==> src/rtl/bcd_pkg.sv <==
// Shared definitions for the serial BCD accumulator: FSM encoding, digit
// geometry and a digit-validity helper.
package bcd_pkg;

  localparam int         DIG_W    = 4;
  localparam logic [3:0] BCD_MAX  = 4'd9;
  localparam int         NDIG_DEF = 4;

  typedef enum logic [1:0] {
    ST_IDLE,
    ST_ADD,
    ST_DONE
  } state_t;

  function automatic logic is_bcd(input logic [DIG_W-1:0] d);
    return d <= BCD_MAX;
  endfunction

endpackage

==> src/rtl/adder_bcd.sv <==
// One-digit BCD adder: binary add, then +6 correction when the raw sum
// exceeds 9. Non-BCD inputs produce a deterministic but meaningless result.
module adder_bcd
  import bcd_pkg::*;
(
  input  logic [DIG_W-1:0] a,
  input  logic [DIG_W-1:0] b,
  input  logic             cin,
  output logic [DIG_W-1:0] sum,
  output logic             cout
);

  logic [DIG_W:0] raw;

  always_comb begin
    raw  = {1'b0, a} + {1'b0, b} + {{DIG_W{1'b0}}, cin};
    cout = raw > {1'b0, BCD_MAX};
    sum  = cout ? raw[DIG_W-1:0] + 4'd6 : raw[DIG_W-1:0];
  end

endmodule

==> src/rtl/bcd_serial_accum.sv <==
// Serial NDIG-digit BCD accumulator: one digit per clock through a single
// shared adder_bcd. Optional macro BCD_INVALID_CHECK_EN rejects non-BCD operands.
module bcd_serial_accum
  import bcd_pkg::*;
#(
  parameter int NDIG = NDIG_DEF
) (
  input  logic                  clk,
  input  logic                  rst,
  input  logic                  in_valid,
  output logic                  in_ready,
  input  logic [DIG_W*NDIG-1:0] operand,
  input  logic                  clear,
  output logic [DIG_W*NDIG-1:0] acc,
  output logic                  out_valid,
  output logic                  overflow,
  output logic                  err
);

  localparam int               IDX_W    = $clog2(NDIG);
  localparam logic [IDX_W-1:0] IDX_LAST = IDX_W'(NDIG - 1);

  state_t                       state, state_nxt;
  logic [NDIG-1:0][DIG_W-1:0]   acc_reg, work_reg, op_reg;
  logic [IDX_W-1:0]             idx;
  logic                         carry;
  logic                         ovf_reg;
  logic                         valid_reg;
  logic                         accept;
  logic                         last_digit;
  logic                         bad_reg;
  logic [DIG_W-1:0]             sum_d;
  logic                         cout_d;

  // The only adder; idx selects which digit pair it sees this cycle.
  adder_bcd u_adder (
    .a    (work_reg[idx]),
    .b    (op_reg[idx]),
    .cin  (carry),
    .sum  (sum_d),
    .cout (cout_d)
  );

  // NOTE: every output of a combinational block gets a default first so no
  // path leaves it unassigned and a latch can never be inferred.
  always_comb begin
    state_nxt  = state;
    in_ready   = 1'b0;
    last_digit = (idx == IDX_LAST);
    case (state)
      ST_IDLE: begin
        in_ready = ~clear & ~rst;
        if (in_valid && in_ready) state_nxt = ST_ADD;
      end
      ST_ADD:  if (last_digit) state_nxt = ST_DONE;
      ST_DONE: state_nxt = ST_IDLE;
      default: state_nxt = ST_IDLE;
    endcase
  end

  assign accept = in_valid & in_ready;

  // NOTE: sequential state uses non-blocking assignments so every flop
  // samples pre-edge values, independent of statement order.
  always_ff @(posedge clk) begin
    if (rst) state <= ST_IDLE;
    else     state <= state_nxt;
  end

  always_ff @(posedge clk) begin
    if (rst) begin
      acc_reg   <= '0;
      work_reg  <= '0;
      op_reg    <= '0;
      idx       <= '0;
      carry     <= 1'b0;
      ovf_reg   <= 1'b0;
      valid_reg <= 1'b0;
    end else begin
      valid_reg <= 1'b0;
      case (state)
        ST_IDLE: begin
          if (clear) begin
            acc_reg <= '0;
            ovf_reg <= 1'b0;
          end else if (accept) begin
            op_reg   <= operand;
            work_reg <= acc_reg;
            idx      <= '0;
            carry    <= 1'b0;
          end
        end
        ST_ADD: begin
          work_reg[idx] <= sum_d;
          carry         <= cout_d;
          idx           <= idx + 1'b1;
          if (last_digit) valid_reg <= 1'b1;
        end
        ST_DONE: begin
          // Commit the whole total at once so readout never sees a partial sum.
          if (!bad_reg) begin
            acc_reg <= work_reg;
            ovf_reg <= ovf_reg | carry;
          end
        end
        default: ;
      endcase
    end
  end

`ifdef BCD_INVALID_CHECK_EN
  logic op_bad;
  logic err_reg;

  always_comb begin
    op_bad = 1'b0;
    for (int i = 0; i < NDIG; i++)
      if (!is_bcd(operand[i*DIG_W +: DIG_W])) op_bad = 1'b1;
  end

  // Invalid operands still run the full sequence to keep latency fixed.
  always_ff @(posedge clk) begin
    if (rst) begin
      bad_reg <= 1'b0;
      err_reg <= 1'b0;
    end else begin
      err_reg <= 1'b0;
      if (state == ST_IDLE && accept)     bad_reg <= op_bad;
      if (state == ST_ADD  && last_digit) err_reg <= bad_reg;
    end
  end

  assign err = err_reg;
`else
  assign bad_reg = 1'b0;
  assign err     = 1'b0;
`endif

  assign acc       = acc_reg;
  assign overflow  = ovf_reg;
  assign out_valid = valid_reg;

endmodule

==> config.mk <==
export PLATFORM = sky130hd
export DESIGN_NAME = bcd_serial_accum
export DESIGN_NICKNAME = d
export VERILOG_FILES = /design/src/rtl/bcd_pkg.sv /design/src/rtl/adder_bcd.sv /design/src/rtl/bcd_serial_accum.sv
export SDC_FILE = /design/constraint.sdc
export NUM_CORES = 1
export LEC_CHECK = 0
export ABC_AREA = 1
export CAP_MARGIN = 20
export CORE_MARGIN = 2
export CORE_UTILIZATION = 55
export DETAILED_ROUTE_END_ITERATION = 16
export PLACE_DENSITY = 0.8
export SLEW_MARGIN = 5
export SYNTH_ARGS = -nofsm -noshare
export SYNTH_HDL_FRONTEND = slang
export SYNTH_HIERARCHICAL = 1
export SYNTH_SLANG_ARGS = --single-unit
==> constraint.sdc <==
create_clock -name clk -period 3.8 [get_ports clk]
set_clock_uncertainty 0.15 [all_clocks]
set_input_delay 0.76 -clock clk [delete_from_list [all_inputs] [get_ports clk]]
set_output_delay 0.76 -clock clk [all_outputs]
set_load 0.005 [all_outputs]
==> results_dict.tcl, run 1 <==
set metrics [dict create \
    period_needed_ps 3400 \
    clkPwrFrac 0.244 \
    wl_met1_mm 3.05 \
    h-tree-depth 2 \
    place_inst 575 \
    seq_power_share 0.482 \
    area_delta_synth_final_pct 15.2 \
    die_w_um 78.6 \
    topRoutingLayerUsed "met4" \
    vias_per_cell 5.02 \
    wirelength_mm 6.91 \
    slew_viol_final 0 \
    switchingPower_mw 0.425 \
    endpoint_kind "flop" \
    ctsHoldBuffers 0 \
    status "completed" \
    period_share 0.895 \
    maxSlewHeadroom 0.328 \
    crit_fanout 11 \
    hp-start "acc[8]" \
    clk_pin_slew_ps 90 \
    detailed_place_hpwl_mm 4.94 \
    setup_viol 0 \
    comb_power_share 0.274 \
    vias 2926 \
    layout_common_cells "175 x nand2_1, 74 x nor2_1, 55 x dfxtp_1" \
    synth_cell_types 28 \
    avgSynthCellArea_um2 6.38 \
    instances_no_fill 583 \
    grt_pass1_wl_mm 12.3 \
    final_area_um2 3520 \
    synthTopCellsByArea "dfxtp_1 36%, nand2_1 21%, nor2_1 9.1%" \
    grt-ovfl-total 0 \
    grt.total_usage 0.243 \
    netlist.area_leader.share 0.360 \
    firstDrtPassIters 5 \
    cts_buffers 5 \
    port_buffers 38 \
    synth_nets 510 \
    finalHoldViolations 0 \
    initial_core_util 0.563 \
    cp.arrival_ps 3500 \
    ctsResizeCount 0 \
    drt_iter0_markers 183 \
    wire_per_inst_um 11.8 \
    nNetsFinal 540 \
    grt_max_degree 45 \
    syn-instance-count 480 \
    ys_ff_latch 55 \
    r2r-start "idx[0]" \
    layout_commonest_cell "nand2_1" \
    ant_nets 0 \
    core_um2 5440 \
    cts_tree "yes" \
    cts-root-buf "clkbuf_8" \
    dr_wl_met2_mm 3.29 \
    synth_warnings 6 \
    diodes 0 \
    rsz0062_at_grt "false" \
    p_int_mw 0.858 \
    p_per_area_nw_per_um2 364 \
    tightest_slew_ps 1010 \
    netlist.top_cell.by_area "dfxtp_1" \
    clockBufferDepth 2 \
    syn_area_um2 3060 \
    placementRows 27 \
    yosysSeqAreaShare 0.360 \
    drive_gt1_frac 0.0705 \
    cp-startpoint "idx[0]" \
    critical_path_class "reg2reg" \
    wl_met3_um 462 \
    drc_errors 0 \
    dpl_cell_area_um2 3440 \
    clkLatencyLatePin_ps 310 \
    num_io_pins 40 \
    cellLeakagePower_nw 1.59 \
    hold_path.class "reg2reg" \
    worst_hold_slack_ps 334 \
    required_ps 3900 \
    start_kind "flop" \
    setup_tns_ps 0 \
    die_area_um2 6180 \
    gp_congestion 0.897 \
    die_y_um 78.6 \
    clkSinkCount 55 \
    max_freq_ghz 0.294 \
    antenna_found_initial 0 \
    power.total_mw 1.28 \
    switching_share 0.331 \
    postCtsSetupBuffers 0 \
    maxCapViolCount 0 \
    grt_pass1_vias 2817 \
    ir_drop_v 0.000215 \
]
[power by group through the flow]
stage / clock network (mW) / logic, mW / registers (mW)
after floorplan: 0 / 0.271 / 0.625
after global placement: 0 / 0.341 / 0.631
after detailed placement: 0 / 0.347 / 0.631
after CTS: 0.320 / 0.350 / 0.618
after global routing: 0.346 / 0.402 / 0.621
final: 0.313 / 0.352 / 0.618
[critical path: stages, from the launching register on]
cell     delay [ps]
dfxtp_1         360
inv_1           240
o21ai_0         140
a21oi_1         130
a21oi_1          80
fa_1            450
fa_1            410
nand2_1         120
nand2_2         100
ha_1            260
a21oi_4         150
nand2_4          80
nand2_4          70
nand2_1          50
nand2_1         130
nand2_1          90
nand2_1          80
nand2_1          40
nand2_1          60
nand2_1          50
nor2_1          110
[cell families after synthesis]
group	count (synthesis)	share of synthesized area
and+or+nand+nor	284	0.382
other	1	0.00123
buffers and inverters	69	0.103
DFF	55	0.360
adders and majority gates	10	0.0458
AOI/OAI and AO/OA	61	0.109
[metrics by stage]
step / worst slack (ps) / util
2_1_floorplan: 675 / -
4_1_cts: 336 / 0.648
3_5_place_dp: 369 / 0.633
3_3_place_gp: 475 / 0.633
5_1_grt: 14.6 / 0.648
6_report: 398 / 0.648
[area by class of cell]
type                       count  area, µm²
inverter                      49        189
fill                         526       1910
clock inverter                 1       5.00
multi-input combinational    356       1650
clock buffer                   7       76.3
tap                           72       90.1
sequential                    55       1100
timing repair buffer          43        418
[Yosys cell counts (all sizes together)]
master    n
ha        8
o22ai     4
conb      1
or2       1
nand2   188
clkbuf    6
o21ai    19
a21oi    38
nor3      1
dfxtp    55
nor2     77
fa        2
nand3    17
inv      49
buf      14
[path summary, 6_finish.rpt]
path                 endpoint  slack [ps]  depth (start not counted)
hold / removal         acc[8]         330                          2
hold reg to reg        acc[8]         330                          2
setup reg to reg  work_reg[3]         400                         20
setup / recovery  work_reg[3]         400                         20
[per-layer routing]
| layer | track usage | vias to the layer above |
|---|---|---|
| met4 | 0.0789 | 0 |
| met2 | 0.422 | 89 |
| met1 | 0.301 | 1293 |
| li1 | - | 1536 |
| met5 | 0 | - |
| met3 | 0.0483 | 8 |
No activity file was read; power rests on OpenSTA's default activity.
==> inputs of run 2 (changes only) <==
--- a/config.mk
+++ b/config.mk
@@ -11,6 +11,7 @@
 export CORE_UTILIZATION = 55
 export DETAILED_ROUTE_END_ITERATION = 16
 export PLACE_DENSITY = 0.8
+export RECOVER_POWER = 100
 export SLEW_MARGIN = 5
 export SYNTH_ARGS = -nofsm -noshare
 export SYNTH_HDL_FRONTEND = slang
==> results_dict.tcl, run 2 (synthesis gave the netlist of run 1 again) <==
set metrics [dict create \
    status "completed" \
    clockBufferDepth 2 \
    cp.arrival_ps 3520 \
    core_um2 5440 \
    drc_errors 0 \
    layout_commonest_cell "nand2_1" \
    max_freq_ghz 0.292 \
    cellLeakagePower_nw 1.66 \
    num_io_pins 40 \
    setup_viol 0 \
    diodes 0 \
    grt_max_degree 45 \
    maxSlewHeadroom 0.223 \
    grt-ovfl-total 0 \
    wirelength_mm 6.89 \
    final_area_um2 3510 \
    vias 2911 \
    tightest_slew_ps 1170 \
    area_delta_synth_final_pct 14.6 \
    cts-root-buf "clkbuf_8" \
    initial_core_util 0.563 \
    nNetsFinal 540 \
    ctsHoldBuffers 0 \
    firstDrtPassIters 4 \
    wire_per_inst_um 11.8 \
    h-tree-depth 2 \
    dpl_cell_area_um2 3440 \
    period_share 0.901 \
    period_needed_ps 3420 \
    required_ps 3900 \
    finalHoldViolations 0 \
    maxCapViolCount 0 \
    hold_path.class "reg2reg" \
    die_y_um 78.6 \
    die_w_um 78.6 \
    die_area_um2 6180 \
    placementRows 27 \
    grt.total_usage 0.243 \
    grt_pass1_vias 2817 \
    clk_pin_slew_ps 90 \
    clkSinkCount 55 \
    critical_path_class "in2reg" \
    cts_buffers 5 \
    drt_iter0_markers 194 \
    clkLatencyLatePin_ps 310 \
    vias_per_cell 4.99 \
    p_per_area_nw_per_um2 365 \
    antenna_found_initial 0 \
    cts_tree "yes" \
    ant_nets 0 \
    gp_congestion 0.897 \
    seqCellArea_um2 1100 \
    endpoint_kind "flop" \
    drive_gt1_frac 0.0607 \
    grt_pass1_wl_mm 12.3 \
    setup_tns_ps 0 \
    rsz0062_at_grt "false" \
    multi_input_area_um2 1630 \
    detailed_place_hpwl_mm 4.94 \
    fillerInstances 530 \
    start_kind "input port" \
    crit_fanout 44 \
    layout_common_cells "178 x nand2_1, 75 x nor2_1, 55 x dfxtp_1" \
    port_buffers 38 \
    slew_viol_final 0 \
    ir_drop_v 0.000215 \
]
-- run 2: cell count changes in the layout (fill, tap and decap cells not counted), sizes merged --
| cell | before | now |
|---|---|---|
| clkdlybuf4s50 | 38 | 18 |
| clkbuf | 7 | 8 |
| dlygate4sd3 | 0 | 20 |
| buf | 5 | 4 |
-- run 2: path summary, 6_finish.rpt --
check               from          end  slack (ps)  depth (start not counted)
setup / recovery     rst  work_reg[4]         380                          8
hold / removal    acc[9]       acc[9]         330                          2
setup reg to reg  idx[0]  work_reg[3]         380                         20
hold reg to reg   acc[9]       acc[9]         330                          2
-- run 2: through the flow --
stage	total power, mW	instances	hold slack [ps]	setup WS (ps)	util
finish	1.28	583	331	378	0.645
global route	1.37	583	361	15.6	0.645
CTS	1.29	583	337	336	0.648
detailed placement	0.979	575	324	369	0.633
global placement	0.972	575	311	475	0.633
floorplan	0.897	480	303	675	-
-- run 2: worst max-delay path, cell delays in order --
cell and delay [ps]:
dlygate4sd3_1 550, clkbuf_1 870, nor2_1 230, nand3_4 450
nand2_1 340, nand2_1 160, nand2_1 60, nor2_1 110
-- run 2: report_power, final --
group,leakage [nW],switching [mW],total (mW),internal [mW]
logic,1.17,0.222,0.349,0.127
registers,0.447,0.0189,0.618,0.599
clock network,0.0422,0.183,0.313,0.130
-- run 2: layer usage --
metal	share of wire	global-route usage
met4	0.013	0.0789
met3	0.068	0.0483
met1	0.44	0.301
met2	0.48	0.422
met5	0	0
-- run 2: what timing repair did --
action                     4_1_cts  5_1_grt
buffers inserted                 0        0
setup endpoints to repair        0        2
resized for setup                0        1
-- run 2: cell type report --
class                   instances  share of cell area
inverters                      49              0.0539
repair buffers                 43               0.118
multi-input cells             356               0.465
clock inverters                 1             0.00143
clock buffers                   7              0.0218
well taps                      72              0.0257
flip-flops and latches         55               0.314
